**config.mk**
```make
export PLATFORM = sky130hd
export DESIGN_NAME = iir_energy_detector
export DESIGN_NICKNAME = d
export VERILOG_FILES = /design/src/rtl/iir_det_pkg.sv /design/src/rtl/window_accumulator.sv /design/src/rtl/iir_energy_detector.sv
export SDC_FILE = /design/constraint.sdc
export NUM_CORES = 1
export LEC_CHECK = 0
export CAP_MARGIN = 20
export CORE_UTILIZATION = 55
export CTS_CLUSTER_DIAMETER = 40
export DETAILED_ROUTE_END_ITERATION = 6
export PLACE_DENSITY_LB_ADDON = 0.1
export SYNTH_ARGS = -nofsm -noshare
export SYNTH_HDL_FRONTEND = slang
export SYNTH_SLANG_ARGS = --single-unit
export TNS_END_PERCENT = 5
```
**constraint.sdc**
```tcl
create_clock -name clk -period 4.92 [get_ports clk]
set_input_delay 0.984 -clock clk [delete_from_list [all_inputs] [get_ports clk]]
set_output_delay 0.984 -clock clk [all_outputs]
set_load 0.01 [all_outputs]
```
**src/rtl/iir_det_pkg.sv**
```systemverilog
// iir_det_pkg: shared widths, default thresholds and detector FSM states
package iir_det_pkg;
    localparam int XW = 11;
    localparam int MW = 10;
    localparam int WIN_LOG2_DEF = 4;
    localparam int HOLD_DEF = 2;
    localparam logic [MW-1:0] TH_ON_DEF = 10'd256;
    localparam logic [MW-1:0] TH_OFF_DEF = 10'd128;
    typedef enum logic [1:0] {IDLE, ARMING, ACTIVE, RELEASING} det_state_t;
endpackage

```
**src/rtl/window_accumulator.sv**
```systemverilog
// window_accumulator: saturating rectifier plus fixed-window mean of |x|
module window_accumulator
    import iir_det_pkg::*;
#(
    parameter int WIN_LOG2 = WIN_LOG2_DEF
) (
    input  logic          clk,
    input  logic          rst,
    input  logic          in_valid,
    input  logic [XW-1:0] x,
    output logic [MW-1:0] mean,
    output logic          mean_valid,
    output logic          win_end,
    output logic [MW-1:0] m
);
    localparam int AW = MW + WIN_LOG2;
    localparam logic [WIN_LOG2-1:0] ONE = 1;
    logic [XW-1:0] neg;
    logic [MW-1:0] a;
    logic [AW-1:0] acc, sum;
    logic [WIN_LOG2-1:0] cnt;
    // -1024 has no positive Q1.10 counterpart, so it clips to full scale
    always_comb begin
        neg = -x;
        a = x == {1'b1, {(XW-1){1'b0}}} ? '1 : x[XW-1] ? neg[MW-1:0] : x[MW-1:0];
        sum = acc + {{WIN_LOG2{1'b0}}, a};
        m = sum[WIN_LOG2 +: MW];
        win_end = in_valid && &cnt;
    end
    always_ff @(posedge clk) begin
        if (rst) begin
            acc <= '0;
            cnt <= '0;
            mean <= '0;
            mean_valid <= 1'b0;
        end else begin
            mean_valid <= win_end;
            if (in_valid) begin
                cnt <= cnt + ONE;
                acc <= win_end ? '0 : sum;
            end
            if (win_end) mean <= m;
        end
    end
endmodule

```
**src/rtl/iir_energy_detector.sv**
```systemverilog
// iir_energy_detector: windowed |x| mean with debounced hysteresis tone detect
module iir_energy_detector
    import iir_det_pkg::*;
#(
    parameter int            WIN_LOG2 = WIN_LOG2_DEF,
    parameter logic [MW-1:0] TH_ON    = TH_ON_DEF,
    parameter logic [MW-1:0] TH_OFF   = TH_OFF_DEF,
    parameter int            HOLD     = HOLD_DEF
) (
    input  logic          clk,
    input  logic          rst,
    input  logic          in_valid,
    input  logic [XW-1:0] x,
    output logic [MW-1:0] mean,
    output logic          mean_valid,
    output logic          detect,
    output logic          detect_rise,
    output logic          detect_fall
);
    localparam logic [3:0] HOLD_N = HOLD[3:0];
    logic win_end, ndet;
    logic [MW-1:0] m;
    logic [3:0] hcnt, nhcnt, hinc;
    det_state_t state, nstate;

    window_accumulator #(.WIN_LOG2(WIN_LOG2)) u_win (
        .clk(clk), .rst(rst), .in_valid(in_valid), .x(x),
        .mean(mean), .mean_valid(mean_valid), .win_end(win_end), .m(m)
    );

    // hcnt counts consecutive qualifying windows while a state change is pending
    always_comb begin
        nstate = state;
        nhcnt = hcnt;
        hinc = hcnt + 4'd1;
        if (win_end)
            case (state)
                IDLE: if (m >= TH_ON) begin
                    nstate = HOLD_N == 4'd1 ? ACTIVE : ARMING;
                    nhcnt = HOLD_N == 4'd1 ? 4'd0 : 4'd1;
                end
                ARMING: begin
                    nstate = m < TH_ON ? IDLE : hinc == HOLD_N ? ACTIVE : ARMING;
                    nhcnt = m < TH_ON || hinc == HOLD_N ? 4'd0 : hinc;
                end
                ACTIVE: if (m < TH_OFF) begin
                    nstate = HOLD_N == 4'd1 ? IDLE : RELEASING;
                    nhcnt = HOLD_N == 4'd1 ? 4'd0 : 4'd1;
                end
                RELEASING: begin
                    nstate = m >= TH_OFF ? ACTIVE : hinc == HOLD_N ? IDLE : RELEASING;
                    nhcnt = m >= TH_OFF || hinc == HOLD_N ? 4'd0 : hinc;
                end
            endcase
        ndet = nstate == ACTIVE || nstate == RELEASING;
    end
    always_ff @(posedge clk) begin
        if (rst) begin
            state <= IDLE;
            hcnt <= '0;
            detect <= 1'b0;
            detect_rise <= 1'b0;
            detect_fall <= 1'b0;
        end else begin
            state <= nstate;
            hcnt <= nhcnt;
            detect <= ndet;
            detect_rise <= ndet && !detect;
            detect_fall <= !ndet && detect;
        end
    end
endmodule

```
==> metrics.md <==
| Metric | Value |
|---|---|
| Worst path arrival time | 4570 ps |
| Final setup violation count | 0 |
| Full die area | 4630 µm² |
| Distinct cells, synth | 55 |
| Storage cell area | 761 µm² |
| Setup WS pre-CTS | 237 ps |
| Hold/Removal Path Class | flip-flop to flip-flop |
| Post-route setup TNS | 0 ps |
| Comb pwr share | 0.284 |
| Placement-stage cell area | 2730 µm² |
| Initial Utilization | 0.587 |
| Worst path slowest cell | clkdlybuf4s50_1 |
| DIE HEIGHT | 68.0 µm |
| Drt wl/cell | 13.5 µm |
| Cell Int Power | 0.000587 W |
| DRT iter0 DRCs | 109 |
| Aggregate global-route resource usage | 0.248 |
| Clock sink total | 38 |
| Post-route ant nets | 0 |
| Fill cells | 340 |
| Most frequent cells in the layout | nand2_1 (41), dfxtp_1 (38), nor2_1 (36) |
| Synth Instances | 301 |
| Vias in the first global route | 1,960 |
| Grt total ovfl | 0 |
| RSZ-0062 raised after global routing | no |
| Status | completed |
| Crit Path Class | input port to flip-flop |
| NumNets Final | 360 |
| Setup Buffers After CTS | 0 |
| Syn Area/Cell | 7.96 µm² |
| Most common cell after layout, fill and taps aside | nand2_1 |
| PnR worst setup slack | 510 ps |
| Leak | 1.10 nW |
| Power density over cell area | 297 nW/µm² |
| Clk Tree Root Cell | clkbuf_8 |
| Largest net degree at the start of global routing | 31 |
| MaxCap Viol Count | 0 |
| Critical path's largest stage delay | 460 ps |
| Async SR Flop Fraction | 0 |
| WP data required | 5080 ps |
| Sequential Power Share | 0.395 |
| Top cell type's share of synthesized area | 0.317 |
| Cell taking the most area after synthesis | dfxtp_1 |
| Clock transition at path regs | 70 ps |
| Slew @ Worst Pin | 580 ps |
| Area of the multi-input gates | 1540 µm² |
| Crit end category | flip-flop |
| Worst vdd ir | 207 µV |
| Worst-Skew Late Latency | 290 ps |
| Design area | 2850 µm² |
| Gpl congestion | 0.856 |
| Seq cells post-synth | 38 |
| Post-Syn Nets | 331 |
| CP cell instances | clkdlybuf4s50_1 > nor3_1 > nand2_1 > nor4_1 > nand3_1 > nand2_1 > ha_1 > inv_1 > fa_1 > nor2b_1 > o2111ai_1 > nand3_1 > a41oi_2 > o21ai_2 > mux2_4 > a21oi_4 > o32ai_1 |
| TritonCTS Buffers | 5 |
| Area grow syn2layout | 18.7% |
| Placed cells | 373 |
| Crit-path max FO | 6 |
| Cell family with most CP delay | simple AND/OR/NAND/NOR gates |
| CP Buf/Inv Count | 2 |
| Die X | 68.0 µm |
| Crit path time final | 4410 ps |
| Antenna violations before repair | 0 |
| Sw Ratio | 0.306 |
| First-pass GRT wire length | 8.65 mm |
| Dominant synthesized flop cell | dfxtp_1 |
| Clock Path Buffers | 2 |
| Top post-synthesis cells by area | dfxtp_1 (32%), ha_1 (7.8%), nand2_1 (6.4%) |
| Number of H-tree levels | 2 |
| Final Cycle Share | 0.896 |
| Drt first pass iters | 4 |
| Max-slew violations | 0 |
| Mapped Area | 2400 µm² |
| Core ar. | 4090 µm² |
| Fin. Hold Viols | 0 |
| Net Switching | 0.000259 W |
| Avg Vias per Cell | 5.51 |
| Clk_skew | 9.05 ps |
| Register area share after synthesis | 0.317 |
| Slew headroom | 0.612 |
| N_diodes | 0 |
| Hold Slack | 451 ps |
| Routed WL | 5.13 mm |
| Hold_buf cts | 0 |
| Finished Layout Cells | 380 |
| Top-Level Pins | 28 |
| Startpoint types | input port |
| Share of layout cells above drive strength 1 | 0.0848 |
| Post-cts resize count | 0 |
| EDFF count, synth | 0 |
| Number of remaining DRC errors | 0 |
| Buffers added on ports | 27 |
| Site Rows | 23 |
| Clock power share | 0.321 |
| Yosys warns | 0 |
| Routed vias | 2,095 |
| CTS tree | yes |
| Post-DP HPWL | 3.77 mm |
| FMAX | 0.227 GHz |
[cell usage after synthesis, types with 2 or more instances]
library cell  instances
nand2_1              41
dfxtp_1              38
nor2_1               36
a21oi_1              29
ha_1                 15
inv_1                14
nor2b_1              12
xor2_1               10
o21ai_0               9
clkbuf_1              8
nand3_1               8
nand2b_1              7
xnor2_1               7
nor3_1                6
a211oi_1              5
a31oi_1               4
a21o_1                3
mux2i_1               3
nor4_1                3
and3b_1               2
buf_1                 2
nand4_1               2
o21ai_1               2
o21ai_2               2
o31ai_1               2
o32ai_1               2
[state kept, by name (all words and copies together) (netlist names)]
| name | count |
|---|---|
| u_win.acc | 14 |
| u_win.mean | 10 |
| hcnt | 4 |
| u_win.cnt | 4 |
| state | 2 |
| detect | 1 |
| detect_fall | 1 |
| detect_rise | 1 |
| u_win.mean_valid | 1 |
[area by class of cell]
cell class	instances	area share
flip-flops and latches	38	0.267
inverters	14	0.0185
repair buffers	33	0.111
well taps	50	0.0220
clock inverters	1	0.0106
clock buffers	6	0.0290
multi-input cells	238	0.542
[power by group through the flow]
stage          Sequential [W]  Combinational [W]  Clock [W]
6_report             0.000334           0.000240   0.000272
5_1_grt              0.000336           0.000269   0.000284
4_1_cts              0.000334           0.000239   0.000274
3_5_place_dp         0.000341           0.000235          0
3_3_place_gp         0.000341           0.000235          0
2_1_floorplan        0.000337           0.000186          0
[cells by family (layout without fill, tap and decap cells)]
group,Yosys count,after routing,synth area share
AND/OR/NAND/NOR,126,126,0.256
flip-flops,38,38,0.317
adder cells (fa/ha/maj),16,16,0.0866
buffers and inverters,25,54,0.0397
AO/OA/AOI/OAI,75,75,0.219
multiplexers,4,4,0.0188
XOR/XNOR,17,17,0.0621
[worst reg2reg max path: cells and delay by family, from the launching register on]
kind,cells,cell delay [ps]
flops,1,340
buf+inv,1,60
simple gates,2,300
fa+ha+maj,2,590
mux,1,370
compound gates,5,770
[stage by stage]
stage / util / power [W]
finish: 0.696 / 0.000846
global placement: 0.669 / 0.000577
detailed placement: 0.669 / 0.000577
global route: 0.696 / 0.000888
CTS: 0.696 / 0.000848
floorplan: - / 0.000523
[metal layers]
layer / track usage / part of all wire / vias to the layer above
met4: 0.0755 / 0.0090 / 0
met5: 0 / 0 / -
met1: 0.311 / 0.47 / 930
met2: 0.423 / 0.47 / 48
li1: - / - / 1111
met3: 0.0500 / 0.054 / 6
[final timing paths]
kind                                   from                      to  slack, ps  cells after the start
hold / removal            detect$_SDFF_PP0_  detect_rise$_SDFF_PP0_        450                      1
setup / recovery                       x[3]    hcnt[2]$_SDFFE_PP0P_        510                     17
setup reg to reg  u_win.acc[0]$_SDFFE_PP0P_    hcnt[2]$_SDFFE_PP0P_       2350                     11
hold reg to reg           detect$_SDFF_PP0_  detect_rise$_SDFF_PP0_        450                      1
(Power assumes the default switching activity.)
